File: src/rtl/uart_pkg.sv
// Shared UART receiver types: FSM state encoding, oversample factor, divider helper.
// Pure declarations, no logic and no latency.
package uart_pkg;

    localparam int OVS = 16;

    typedef enum logic [2:0] {
        S_IDLE  = 3'd0,
        S_START = 3'd1,
        S_DATA  = 3'd2,
        S_STOP  = 3'd3,
        S_BREAK = 3'd4
    } state_t;

    // Clock cycles per oversample tick, rounded to nearest.
    function automatic int calc_div(input int clk_hz, input int baud, input int ovs);
        return (clk_hz + (baud * ovs) / 2) / (baud * ovs);
    endfunction

endpackage

File: src/rtl/uart_rx_16x_if.sv
// Receiver-side bundle: serial line in, byte plus status strobes out.
// No handshake: strobes are single-cycle pulses the consumer must take when they occur.
interface uart_rx_16x_if;
    logic       rx;
    logic [7:0] data_out;
    logic       new_data;
    logic       frame_err;
    logic       busy;

    modport master (input rx, output data_out, output new_data, output frame_err, output busy);
    modport slave  (output rx, input data_out, input new_data, input frame_err, input busy);
endinterface

File: src/rtl/uart_baud_tick.sv
// Oversample tick divider: counts 0..DIV-1, tick is high during the DIV-1 count.
// Clear holds the count at 0 so the tick phase restarts from the clear release.
module uart_baud_tick #(
    parameter int DIV = 10
) (
    input  logic clk,
    input  logic rst,
    input  logic en_i,
    input  logic clr_i,
    output logic tick_o
);
    localparam int W = (DIV > 1) ? $clog2(DIV) : 1;
    localparam logic [W-1:0] LAST = W'(DIV - 1);

    logic [W-1:0] cnt_q;

    always_ff @(posedge clk or posedge rst) begin
        if (rst) begin
            cnt_q <= '0;
        end else if (clr_i) begin
            cnt_q <= '0;
        end else if (en_i) begin
            cnt_q <= (cnt_q == LAST) ? '0 : cnt_q + 1'b1;
        end
    end

    assign tick_o = en_i && !clr_i && (cnt_q == LAST);
endmodule

File: src/rtl/uart_rx_16x.sv
// 8N1 UART receiver, 16x oversampled with 2-of-3 mid-bit vote; new_data ~9.6 bit times after start edge.
// No backpressure: new_data / frame_err are one-cycle pulses, data_out holds the last good byte.
module uart_rx_16x
    import uart_pkg::*;
#(
    parameter int CLK_HZ = 100_000_000,
    parameter int BAUD   = 9600
) (
    input  logic          clk,
    input  logic          rst,
    uart_rx_16x_if.master bus
);
    localparam int DIV = calc_div(CLK_HZ, BAUD, OVS);

    state_t     state_q;
    logic       rx_meta_q, rx_s_q;
    logic [3:0] t_q;
    logic [2:0] bit_q;
    logic [1:0] smp_q;
    logic [7:0] shreg_q, data_q;
    logic       new_q, ferr_q, brk_hi_q;
    logic       tick, vote;

    uart_baud_tick #(.DIV(DIV)) u_tick (
        .clk    (clk),
        .rst    (rst),
        .en_i   (1'b1),
        .clr_i  (state_q == S_IDLE),
        .tick_o (tick)
    );

    always_ff @(posedge clk or posedge rst) begin
        if (rst) begin
            rx_meta_q <= 1'b1;
            rx_s_q    <= 1'b1;
        end else begin
            rx_meta_q <= bus.rx;
            rx_s_q    <= rx_meta_q;
        end
    end

    // smp_q[1] holds the t=7 sample, smp_q[0] the t=8 sample; rx_s_q is the t=9 sample.
    assign vote = (smp_q[1] & smp_q[0]) | (smp_q[1] & rx_s_q) | (smp_q[0] & rx_s_q);

    always_ff @(posedge clk or posedge rst) begin
        if (rst) begin
            state_q  <= S_IDLE;
            t_q      <= '0;
            bit_q    <= '0;
            smp_q    <= '0;
            shreg_q  <= '0;
            data_q   <= '0;
            new_q    <= 1'b0;
            ferr_q   <= 1'b0;
            brk_hi_q <= 1'b0;
        end else begin
            new_q  <= 1'b0;
            ferr_q <= 1'b0;
            case (state_q)
                S_IDLE: begin
                    if (!rx_s_q) begin
                        t_q     <= '0;
                        bit_q   <= '0;
                        state_q <= S_START;
                    end
                end
                S_START, S_DATA, S_STOP: begin
                    if (tick) begin
                        t_q <= t_q + 4'd1;
                        if (t_q == 4'd7) smp_q[1] <= rx_s_q;
                        if (t_q == 4'd8) smp_q[0] <= rx_s_q;
                        if (state_q == S_START) begin
                            if (t_q == 4'd9 && vote) state_q <= S_IDLE;
                            else if (t_q == 4'd15) state_q <= S_DATA;
                        end else if (state_q == S_DATA) begin
                            if (t_q == 4'd9) shreg_q <= {vote, shreg_q[7:1]};
                            if (t_q == 4'd15) begin
                                if (bit_q == 3'd7) state_q <= S_STOP;
                                else bit_q <= bit_q + 3'd1;
                            end
                        end else if (t_q == 4'd9) begin
                            if (vote) begin
                                data_q  <= shreg_q;
                                new_q   <= 1'b1;
                                state_q <= S_IDLE;
                            end else begin
                                ferr_q   <= 1'b1;
                                brk_hi_q <= 1'b0;
                                state_q  <= S_BREAK;
                            end
                        end
                    end
                end
                S_BREAK: begin
                    // Leave only after the line stays high across one whole tick window.
                    if (!rx_s_q) begin
                        brk_hi_q <= 1'b0;
                    end else if (tick) begin
                        if (brk_hi_q) state_q <= S_IDLE;
                        else brk_hi_q <= 1'b1;
                    end
                end
                default: state_q <= S_IDLE;
            endcase
        end
    end

    assign bus.data_out  = data_q;
    assign bus.new_data  = new_q;
    assign bus.frame_err = ferr_q;
    assign bus.busy      = (state_q != S_IDLE);
endmodule

File: src/flat_wrapper.sv
// flat-port wrapper written by rule: the top's interface ports become plain ports
module uart_rx_16x_flat import uart_pkg::*;
#(
    parameter int CLK_HZ = 100_000_000,
    parameter int BAUD   = 9600
)
  (clk, rst, bus_rx, bus_data_out, bus_new_data, bus_frame_err, bus_busy);
  uart_rx_16x_if bus_i ();
  input  logic clk;
  input  logic rst;
  input wire logic [$bits(bus_i.rx)-1:0] bus_rx;
  output wire logic [$bits(bus_i.data_out)-1:0] bus_data_out;
  output wire logic [$bits(bus_i.new_data)-1:0] bus_new_data;
  output wire logic [$bits(bus_i.frame_err)-1:0] bus_frame_err;
  output wire logic [$bits(bus_i.busy)-1:0] bus_busy;
  assign bus_i.rx = bus_rx;
  assign bus_data_out = bus_i.data_out;
  assign bus_new_data = bus_i.new_data;
  assign bus_frame_err = bus_i.frame_err;
  assign bus_busy = bus_i.busy;
  uart_rx_16x #(.CLK_HZ(CLK_HZ), .BAUD(BAUD)) u_core (.clk(clk), .rst(rst), .bus(bus_i));
endmodule
File: config.mk
export PLATFORM = sky130hd
export DESIGN_NAME = uart_rx_16x_flat
export DESIGN_NICKNAME = d
export VERILOG_FILES = /design/src/rtl/uart_pkg.sv /design/src/rtl/uart_rx_16x_if.sv /design/src/rtl/uart_baud_tick.sv /design/src/rtl/uart_rx_16x.sv /design/src/flat_wrapper.sv
export SDC_FILE = /design/constraint.sdc
export NUM_CORES = 1
export LEC_CHECK = 0
export ABC_AREA = 1
export CAP_MARGIN = 15
export CORE_ASPECT_RATIO = 0.6
export CORE_UTILIZATION = 58
export DETAILED_ROUTE_END_ITERATION = 6
export GPL_ROUTABILITY_DRIVEN = 1
export PLACE_DENSITY = 0.89
export SLEW_MARGIN = 20
export SYNTH_ARGS = -nofsm -noshare
export SYNTH_HDL_FRONTEND = slang
export SYNTH_SLANG_ARGS = --single-unit
File: constraint.sdc
create_clock -name clk -period 1.95 [get_ports clk]
set_input_delay 0.195 -clock clk [delete_from_list [all_inputs] [get_ports clk]]
set_output_delay 0.195 -clock clk [all_outputs]
set_load 0.05 [all_outputs]
==> metrics.md <==
| Metric | Value |
|---|---|
| Worst relative slew slack | `0.6093` |
| Grt ovf | `0` |
| TritonCTS Buffers | `5` |
| Most common cell after layout, fill and taps aside | `nand2_1` |
| Antenna Nets Post-Route | `0` |
| CTS tree | `done` |
| Final wirelength | `~3.6 mm` |
| Req. time, crit path | `~2.1 ns` |
| Fraction of layout cells with a size suffix above 1 | `0.1493` |
| Row count | `16` |
| Synthesized area | `2146 um2` |
| Slew Limit Fails | `0` |
| Final net count | `approximately 280` |
| Synth Register Bits | `43` |
| Avg Inst Size Synth | `roughly 8.6 um2` |
| Setup slack after layout | `around 0.13 ns` |
| CP endpoint kind | `register` |
| CORE AREA | `between 3000 and 4000 um2` |
| Die width | `between 80 and 90 um` |
| R2r worst-path depth | `8` |
| GRT Util Overall | `0.2205` |
| Worst slew pin tran | `between 0.5 and 0.6 ns` |
| Initial antenna violation count | `0` |
| Post-route cell area | `2427 um2` |
| Syn. warnings | `0` |
| Post-place setup slack | `around 0.09 ns` |
| Gate Count Post-Synth | `250` |
| GP Congestion | `~0.85` |
| H-tree depth | `2` |
| Clk buf depth | `2` |
| Vias in the first global route | `around 1,500` |
| Number of top-level pins | `14` |
| Distinct cell type count of the synthesized netlist | `30` |
| Pleak | `approximately 1.2 nW` |
| First-pass GRT wire length | `6.568 mm` |
| Syn Nets | `260` |
| Fin crit period | `roughly 1.8 ns` |
| Worst hold path class | `in2async` |
| Power per standard cell area | `about 670 nW/um2` |
| Crit path kind | `reg2reg` |
| Fin Clk Skew | `between 0.004 and 0.005 ns` |
| Register area share after synthesis | `0.5026` |
| Routed vias/inst | `roughly 5.2` |
| WL per Instance | `roughly 12 um` |
| WP data arrival | `around 2.0 ns` |
| Port Buf Inserts | `13` |
| Iter 0 DRT Violations | `~110` |
| Status | `finished, final reports clean` |
| Worst-path clk slew | `about 0.080 ns` |
| Fin crit share | `0.9313` |
| DRC violations left | `0` |
| Endpoints failing setup | `0` |
| N_diodes | `0` |
| Initial Util | `0.6342` |
| Crit-path max FO | `16` |
| Clk sink count | `between 40 and 50` |
| Area growth, synth to finish | `13.12%` |
| Cell area after placement | `around 2300 um2` |
| Commonest non-fill, non-tap cells in the layout | `nand2_1 (65), dfrtp_1 (41), inv_1 (24), nor2_1 (23), nand3_1 (16)` |
| Die height | `49.12 um` |
| F_max | `550.6 MHz` |
| Cts hold-fix bufs | `0` |
| CP Launch Type | `register` |
| Final Hold Fails | `0` |
| DR vias | `between 1,500 and 2,000` |
| # Post-CTS Setup Buffers | `0` |
| Root buffer cell | `clkbuf_8` |
| Final HPWL DP | `between 2 and 3 mm` |
| Total power | `between 0.0015 and 0.002 W` |
| Max Cap Viol | `0` |
| RSZ-0062 raised after global routing | `yes` |
| Clk Latency, worst-skew pair | `slightly below 0.3 ns` |
| Die footprint | `3955 um2` |
| Drt first pass iters | `4` |
| Largest net degree at the start of global routing | `29` |
| Worst VDD drop | `between 0.7 and 0.8 mV` |
==> through the flow <==
stage | utilization | hold slack, ns | setup TNS [ns] | cells
final | 0.7175 | 0.2048 | 0 | 313
after global routing | 0.7175 | 0.2555 | -0.06648 | 313
after CTS | 0.7175 | 0.2222 | 0 | 313
after detailed placement | 0.6831 | 0.3482 | 0 | 305
after global placement | 0.6831 | 0.3464 | 0 | 305
after floorplan | - | 0.1995 | 0 | 250
==> registers in the layout, indices dropped and copies added (netlist names) <==
register and flops:
u_core.bus.frame_err 1, u_core.shreg_q 8, u_core.u_tick.cnt_q 10, u_core.brk_hi_q 1, u_core.rx_s_q 1, u_core.state_q 3, u_core.rx_meta_q 1, u_core.smp_q 2
u_core.t_q 4, u_core.bit_q 3, u_core.bus.new_data 1, u_core.bus.data_out 8
==> metal layers <==
| layer | wire, um | track usage | part of all wire | up-vias |
|---|---|---|---|---|
| met5 | 0 | 0 | 0 | - |
| met2 | 1598 | 0.3192 | 0.44 | 30 |
| met1 | 1805 | 0.3239 | 0.50 | 751 |
| met4 | 36 | 0.06250 | 0.010 | 0 |
| met3 | 173 | 0.06168 | 0.048 | 5 |
| li1 | - | - | - | 826 |
==> report_power, final <==
group / leakage (nW) / switching [W] / internal [W]
logic: 0.519 / 0.0000177 / 0.00000782
registers: 0.579 / 0.00000259 / 0.000895
clock network: 0.0612 / 0.000284 / 0.000414
total: 1.16 / 0.000304 / 0.00132
==> repair_timing <==
| item | in CTS | in global routing |
|---|---|---|
| gates resized for setup | 1 | 1 |
| endpoints found under the hold margin | 0 | 0 |
| setup endpoints to repair | 1 | 9 |
| pin swaps | 0 | 0 |
==> cell type report <==
| cell class | count | area (um2) |
|---|---|---|
| Clock inverter | 2 | 35.03 |
| Clock buffer | 6 | 82.58 |
| Inverter | 29 | 108.9 |
| Tap cell | 45 | 56.30 |
| Timing Repair Buffer | 14 | 148.9 |
| Sequential cell | 43 | 1079 |
| Fill cell | 258 | 955.9 |
| Multi-Input combinational cell | 174 | 917.1 |
==> kinds of logic after synthesis <==
family | synth area share
compound gates | 0.09563
xor+xnor | 0.01633
buf+inv | 0.06997
flops | 0.5026
simple gates | 0.2746
fa+ha+maj | 0.04081
==> critical path, cell delays in order (launching register included) <==
cell,delay (ns)
dfrtp_1,0.43
inv_1,0.10
ha_1,0.17
nand2_2,0.07
nor2_4,0.12
nand3_4,0.13
or2_2,0.46
nor2_1,0.16
a21oi_2,0.04
==> worst paths after layout <==
| kind | to | slack (ns) | from |
|---|---|---|---|
| max in group asynchronous | u_core.u_tick.cnt_q[8] | 1.27 | rst |
| worst max-delay path | u_core.shreg_q[7] | 0.13 | u_core.u_tick.cnt_q[0] |
| worst min register to register | u_core.rx_s_q | 0.36 | u_core.rx_meta_q |
| worst min-delay path | u_core.bus.new_data | 0.20 | rst |
| min in group clk | u_core.rx_meta_q | 0.31 | bus_rx |
| worst max register to register | u_core.shreg_q[7] | 0.13 | u_core.u_tick.cnt_q[0] |
==> synthesized netlist by cell type (all sizes together) <==
master,count,area (um2)
buf,4,41.29
nor3b,1,7.510
o21ai,23,141.4
nand3b,1,7.510
inv,29,108.9
xnor2,1,8.760
a21oi,9,48.80
xor2,3,26.28
nor3,5,25.02
o211ai,1,7.510
ha,7,87.58
nand2,70,275.3
or2,3,18.77
a211oi,1,7.510
nor2,31,151.4
dfstp,2,52.55
nand3,17,97.60
dfrtp,41,1026
nand4,1,6.260
Note: power is estimated with default switching activity, not from simulation.
